===== config.mk =====
export PLATFORM = sky130hd
export DESIGN_NAME = ins_fetch_queue
export DESIGN_NICKNAME = d
export VERILOG_FILES = /design/src/rtl/ins_fetch_queue.sv
export SDC_FILE = /design/constraint.sdc
export NUM_CORES = 1
export LEC_CHECK = 0
export CAP_MARGIN = 20
export CORE_ASPECT_RATIO = 0.7
export CORE_MARGIN = 2
export CORE_UTILIZATION = 35
export CTS_BUF_LIST = sky130_fd_sc_hd__clkbuf_8 sky130_fd_sc_hd__clkbuf_16
export DETAILED_ROUTE_END_ITERATION = 8
export PLACE_DENSITY_LB_ADDON = 0.25
export SYNTH_ARGS = -nofsm -noshare
export SYNTH_HDL_FRONTEND = slang
export SYNTH_SLANG_ARGS = --single-unit

===== constraint.sdc =====
create_clock -name clk -period 5 [get_ports clk]
set_input_delay 1.25 -clock clk [delete_from_list [all_inputs] [get_ports clk]]
set_output_delay 1.25 -clock clk [all_outputs]
set_load 0.02 [all_outputs]

===== src/rtl/ins_fetch_queue.sv =====
// Instruction fetch unit: single-outstanding memory requester feeding a small
// instruction buffer with combinational decode at its head. Optional perf counters: INS_FETCH_QUEUE_PERF_EN.
module ins_fetch_queue #(
  parameter int                ADDR_W   = 32,
  parameter int                DEPTH    = 4,
  parameter logic [ADDR_W-1:0] RESET_PC = '0
) (
  input  logic                     clk,
  input  logic                     rst_pc_n,
  input  logic                     pc_write,
  output logic                     imem_req,
  output logic [ADDR_W-1:0]        imem_addr,
  input  logic                     imem_ack,
  input  logic [31:0]              imem_rdata,
  input  logic                     redirect,
  input  logic [ADDR_W-1:0]        redirect_pc,
  output logic                     dec_valid,
  input  logic                     dec_ready,
  output logic [ADDR_W-1:0]        dec_pc,
  output logic [4:0]               rs1,
  output logic [4:0]               rs2,
  output logic [4:0]               rd,
  output logic [6:0]               opcode,
  output logic [2:0]               funct3,
  output logic [6:0]               funct7,
  output logic [31:0]              imm32,
  output logic                     illegal,
  output logic [$clog2(DEPTH):0]   count
`ifdef INS_FETCH_QUEUE_PERF_EN
  ,
  output logic [31:0]              stall_cnt,
  output logic [31:0]              flush_cnt
`endif
);

  localparam int PW = $clog2(DEPTH);
  localparam int CW = PW + 1;
  localparam logic [CW-1:0] FULL = CW'(DEPTH);

  typedef enum logic [1:0] {IDLE, REQ, DROP} state_t;

  state_t            state, state_next;
  logic [ADDR_W-1:0] pc, pc_next, drop_addr;
  logic [PW-1:0]     head, tail;
  logic [CW-1:0]     count_next;
  logic              push, pop;
  logic [ADDR_W-1:0] pc_mem  [DEPTH];
  logic [31:0]       ins_mem [DEPTH];
  logic [31:0]       ins;

  assign dec_valid = (count != '0);

  // Redirect outranks both buffer operations; a request abandoned by a
  // redirect keeps its old address in DROP until memory acknowledges it.
  always_comb begin
    push       = (state == REQ) && imem_ack && !redirect;
    pop        = dec_valid && dec_ready && !redirect;
    count_next = redirect ? '0 : count + CW'(push) - CW'(pop);
    state_next = state;
    pc_next    = pc;
    imem_req   = 1'b0;
    imem_addr  = pc;
    case (state)
      IDLE: begin
        if (pc_write && (count < FULL) && !redirect) state_next = REQ;
      end
      REQ: begin
        imem_req = 1'b1;
        if (redirect) begin
          state_next = imem_ack ? IDLE : DROP;
        end else if (imem_ack) begin
          pc_next = pc + ADDR_W'(4);
          if (!(pc_write && (count_next < FULL))) state_next = IDLE;
        end
      end
      DROP: begin
        imem_req  = 1'b1;
        imem_addr = drop_addr;
        if (imem_ack) state_next = IDLE;
      end
      default: state_next = IDLE;
    endcase
    if (redirect) pc_next = redirect_pc & ~ADDR_W'(3);
  end

  always_ff @(posedge clk or negedge rst_pc_n) begin
    if (!rst_pc_n) begin
      state     <= IDLE;
      pc        <= RESET_PC;
      drop_addr <= RESET_PC;
      head      <= '0;
      tail      <= '0;
      count     <= '0;
    end else begin
      state <= state_next;
      pc    <= pc_next;
      count <= count_next;
      if (state == REQ && redirect && !imem_ack) drop_addr <= pc;
      if (redirect) begin
        head <= '0;
        tail <= '0;
      end else begin
        if (push) tail <= tail + PW'(1);
        if (pop)  head <= head + PW'(1);
      end
    end
  end

  // Buffer storage needs no reset; its contents are masked by dec_valid.
  always_ff @(posedge clk) begin
    if (push) begin
      pc_mem[tail]  <= pc;
      ins_mem[tail] <= imem_rdata;
    end
  end

  always_comb begin
    ins     = dec_valid ? ins_mem[head] : '0;
    dec_pc  = dec_valid ? pc_mem[head] : '0;
    opcode  = ins[6:0];
    rd      = ins[11:7];
    funct3  = ins[14:12];
    rs1     = ins[19:15];
    rs2     = ins[24:20];
    funct7  = ins[31:25];
    imm32   = '0;
    illegal = 1'b0;
    case (ins[6:0])
      7'b0000011, 7'b0010011, 7'b1100111, 7'b1110011:
        imm32 = {{20{ins[31]}}, ins[31:20]};
      7'b0100011:
        imm32 = {{20{ins[31]}}, ins[31:25], ins[11:7]};
      7'b1100011:
        imm32 = {{19{ins[31]}}, ins[31], ins[7], ins[30:25], ins[11:8], 1'b0};
      7'b0110111, 7'b0010111:
        imm32 = {ins[31:12], 12'b0};
      7'b1101111:
        imm32 = {{11{ins[31]}}, ins[31], ins[19:12], ins[20], ins[30:21], 1'b0};
      7'b0110011:
        imm32 = '0;
      default:
        illegal = dec_valid;
    endcase
  end

`ifdef INS_FETCH_QUEUE_PERF_EN
  always_ff @(posedge clk or negedge rst_pc_n) begin
    if (!rst_pc_n) begin
      stall_cnt <= '0;
      flush_cnt <= '0;
    end else begin
      if (dec_ready && !dec_valid) stall_cnt <= stall_cnt + 32'd1;
      if (redirect)                flush_cnt <= flush_cnt + 32'd1;
    end
  end
`endif

endmodule


==> summary.md <==
| Metric | Value |
|---|---|
| Static leakage | `5.887 nW` |
| Logic pwr share | `35.3%` |
| First-pass GRT wire length | `49170 um` |
| Die Outline Area | `40560 um^2` |
| Ys flop type | `edfxtp_1` |
| Number of global-route vias before repair | `8102` |
| Post-Syn Area | `13630 um^2` |
| Initial antenna violation count | `3` |
| Switching share of power | `32.04%` |
| Pwr per Cell Area | `493.1 nW/um^2` |
| Core Region | `38440 um^2` |
| Asr flop ratio synth | `21.77%` |
| Required @ worst endpoint | `3.75 ns` |
| Final Hold Slack | `0.4837 ns` |
| Routability Congestion | `0.7747` |
| Final Cycle Share | `97.17%` |
| Cells after DPL | `1543` |
| Sink Count | `317` |
| Max Cap Viol | `0` |
| Slew Limit Fails | `0` |
| CTS tree | `yes` |
| Fmax | `0.2058 GHz` |
| Layout area overhead | `26.10%` |
| Drt via density | `4.861` |
| Clock Power Share | `25.4%` |
| Min-Delay Path Class | `reg2reg` |
| Slowest-stage cell, CP | `clkdlybuf4s50_1` |
| Clock Pin Slew Worst Setup and Hold Paths | `0.06 ns` |
| Pre-antenna DRT Iters | `6` |
| DP HPWL | `20380 um` |
| Routed WL | `32240 um` |
| Non-Filler Instances | `1600` |
| Buffers added on ports | `197` |
| Std cell rows | `60` |
| Ys Warns | `0` |
| Cells after synthesis | `846` |
| Worst Path Arrival | `3.61 ns` |
| Layout cell share with drive strength beyond 1 | `19.59%` |
| CTS Hold Bufs | `0` |
| Critical path fanouts, max | `9` |
| # setup viols final | `0` |
| Final net count | `1131` |
| Relative slew margins | `31.73%` |
| CP delay by family, top | `simple AND/OR/NAND/NOR gates` |
| Die width | `239.9 um` |
| Design area | `17190 um^2` |
| Via count | `7778` |
| Initial core utilization | `35.46%` |
| Post-synthesis sequential area ratio | `67.31%` |
| Int Pwr | `5.759 mW` |
| Clk root buf | `clkbuf_16` |
| H-tree levels | `1` |
| Switching power | `2.715 mW` |
| Residual DRC | `0` |
| Final Hold Viols | `0` |
| Die Y | `169.1 um` |
| Outcome | `completed` |
| VDD IR max | `0.2291 mV` |
| Clock tree buffer depth | `3` |
| Critical path buffers and inverters | `1` |
| Crit path kind | `reg2out` |
| Crit start category | `flip-flop` |
| Starting DRC count in detailed routing | `430` |
| Yosys reg bits | `317` |
| Worst skew pair latency | `0.57 ns` |
| Routed WL per cell | `20.15 um` |
| Gr ovfl total | `0` |
| I/O pins | `204` |
| Critical path cell sequence | `mux4_2 > or3_1 > nor2_1 > a32oi_1 > o32ai_1 > clkdlybuf4s50_1` |
| Post-layout min period | `4.859 ns` |
| Actual slew at the worst max-slew pin | `1.024 ns` |
| Skew final | `0.01203 ns` |
| Largest net degree at the start of global routing | `72` |
| Cts bufs inserted | `31` |
| EDFF count, synth | `248` |
| Syn Area/Cell | `16.11 um^2` |
| RSZ-0062 raised after global routing | `yes` |
| Routed Antenna Nets | `0` |
| Overall power | `8.474 mW` |
| Netlist cell types | `53` |
| Crit-path max cell delay | `0.68 ns` |
| Global Route Usage Sum | `16.00%` |
| Flop pwr share | `39.3%` |
| Area post-placement | `16210 um^2` |
| CP endpoint kind | `primary output` |
metrics by stage:
stage          worst slack (ns)  setup TNS [ns]  utilization [%]
5_1_grt                -0.04150         -0.1069            44.71
3_5_place_dp             0.4856               0            42.18
6_report                 0.1413               0            44.71
3_3_place_gp             0.4872               0            42.18
4_1_cts                  0.1033               0            44.61
2_1_floorplan            0.8089               0                -
placed cells by master, fill, tap and decap left out, types with 2 or more instances in the layout:
master | Yosys | layout
a21oi_1 | 4 | 3
a21oi_2 | 1 | 2
and2_1 | 48 | 48
and3_1 | 10 | 6
and3_4 | 0 | 4
and4_1 | 3 | 3
buf_4 | 4 | 19
clkbuf_16 | 0 | 31
clkbuf_8 | 0 | 2
clkdlybuf4s50_1 | 0 | 195
clkinv_2 | 0 | 9
conb_1 | 1 | 4
dfrtp_1 | 69 | 67
dfrtp_4 | 0 | 2
edfxtp_1 | 248 | 248
ha_1 | 10 | 9
inv_1 | 26 | 36
mux2_2 | 57 | 57
mux2i_1 | 5 | 5
mux4_2 | 63 | 63
nand2_1 | 71 | 71
nand2b_1 | 5 | 5
nand3_1 | 10 | 9
nand3b_1 | 5 | 5
nand4_1 | 6 | 6
nor2_1 | 27 | 27
nor2b_1 | 3 | 3
nor3_1 | 8 | 8
nor4_1 | 6 | 6
o21ai_0 | 37 | 37
o21ai_1 | 7 | 6
o21ai_2 | 9 | 10
o2bb2ai_1 | 8 | 8
xnor2_1 | 20 | 20
xor2_1 | 11 | 11
what timing repair did:
action,4_1_cts,5_1_grt
gates resized for setup,2,1
setup endpoints to repair,7,17
buffers inserted,0,0
cells in the mapped netlist, types with 7 or more instances:
| cell type | instances | area, um^2 |
|---|---|---|
| ha_1 | 10 | 125.1 |
| o2bb2ai_1 | 8 | 70.07 |
| buf_2 | 9 | 45.04 |
| edfxtp_1 | 248 | 7447 |
| nand3_1 | 10 | 50.05 |
| clkbuf_1 | 31 | 116.4 |
| o21ai_1 | 7 | 35.03 |
| o21ai_0 | 37 | 185.2 |
| nand2_1 | 71 | 266.5 |
| xnor2_1 | 20 | 175.2 |
| nor2_1 | 27 | 101.4 |
| inv_1 | 26 | 97.59 |
| mux2_2 | 57 | 641.9 |
| and3_1 | 10 | 62.56 |
| dfrtp_1 | 69 | 1727 |
| mux4_2 | 63 | 1419 |
| and2_1 | 48 | 300.3 |
| o21ai_2 | 9 | 78.83 |
| nor3_1 | 8 | 40.04 |
| xor2_1 | 11 | 96.34 |
worst register-to-register path, cell delays in order (launching register included):
cell      delay (ns)
dfrtp_1         0.45
nor3_1          0.08
buf_4           0.17
inv_2           0.08
buf_4           0.48
nand2_1         0.21
nor2_1          0.13
ha_1            0.24
inv_1           0.06
ha_1            0.13
inv_1           0.05
fa_1            0.36
xnor3_1         0.21
o21ai_0         0.17
nand2_1         0.07
a222oi_1        0.39
mux2_2          0.41
logic make-up (layout without fill, tap and decap cells):
group                      after synthesis  in the layout  share of synthesized area, %
adders and majority gates               11             11                         1.065
DFF                                    317            317                         67.31
AOI/OAI and AO/OA                       75             75                         3.479
muxes                                  125            125                         15.49
xor gates and xnor gates                32             32                         2.157
buffers and inverters                   74            297                         2.341
and+or+nand+nor                        211            211                         8.134
other                                    1              5                       0.02751
registers in the layout, indices dropped and copies added (netlist names):
name,cells
pc_mem,120
state,2
ins_mem,128
tail,2
count,3
drop_addr,30
pc,30
head,2
layer usage:
layer  wire, um  track usage, %  vias to the layer above
met5         44               0                        -
met4        571           2.944                        6
met3       1849           3.653                       41
met2      15090           26.14                      193
met1      14680           22.15                     3938
li1           -               -                     3600
cell type report:
class	instances	area (um^2)
Clock inverter	22	123.9
Antenna cell	1	2.502
Timing Repair Buffer	216	2127
Tap cell	527	659.4
Fill cell	3456	21250
Clock buffer	33	803.3
Multi-Input combinational cell	458	4192
Inverter	26	97.59
Sequential cell	317	9181
power by group through the flow:
stage	clock network (mW)	logic, mW	registers, mW
2_1_floorplan	0	1.82	3.32
3_3_place_gp	0	3.04	3.37
3_5_place_dp	0	3.05	3.38
4_1_cts	2.22	3.07	3.33
5_1_grt	2.33	3.24	3.37
6_report	2.15	2.99	3.33
worst paths after layout:
check	start	slack [ns]	cells past startpoint	to
setup / recovery	head[0]$_DFFE_PN0P_	0.14	6	imm32[11]
hold reg to reg	drop_addr[23]$_DFFE_PN0P_	0.48	2	drop_addr[23]$_DFFE_PN0P_
max in group asynchronous	rst_pc_n	3.45	1	head[0]$_DFFE_PN0P_
min in group asynchronous	rst_pc_n	0.84	1	drop_addr[10]$_DFFE_PN0P_
setup reg to reg	count[1]$_DFF_PN0_	1.20	16	state[0]$_DFFE_PN0P_
hold / removal	drop_addr[23]$_DFFE_PN0P_	0.48	2	drop_addr[23]$_DFFE_PN0P_
No activity file was read; power rests on OpenSTA's default activity.
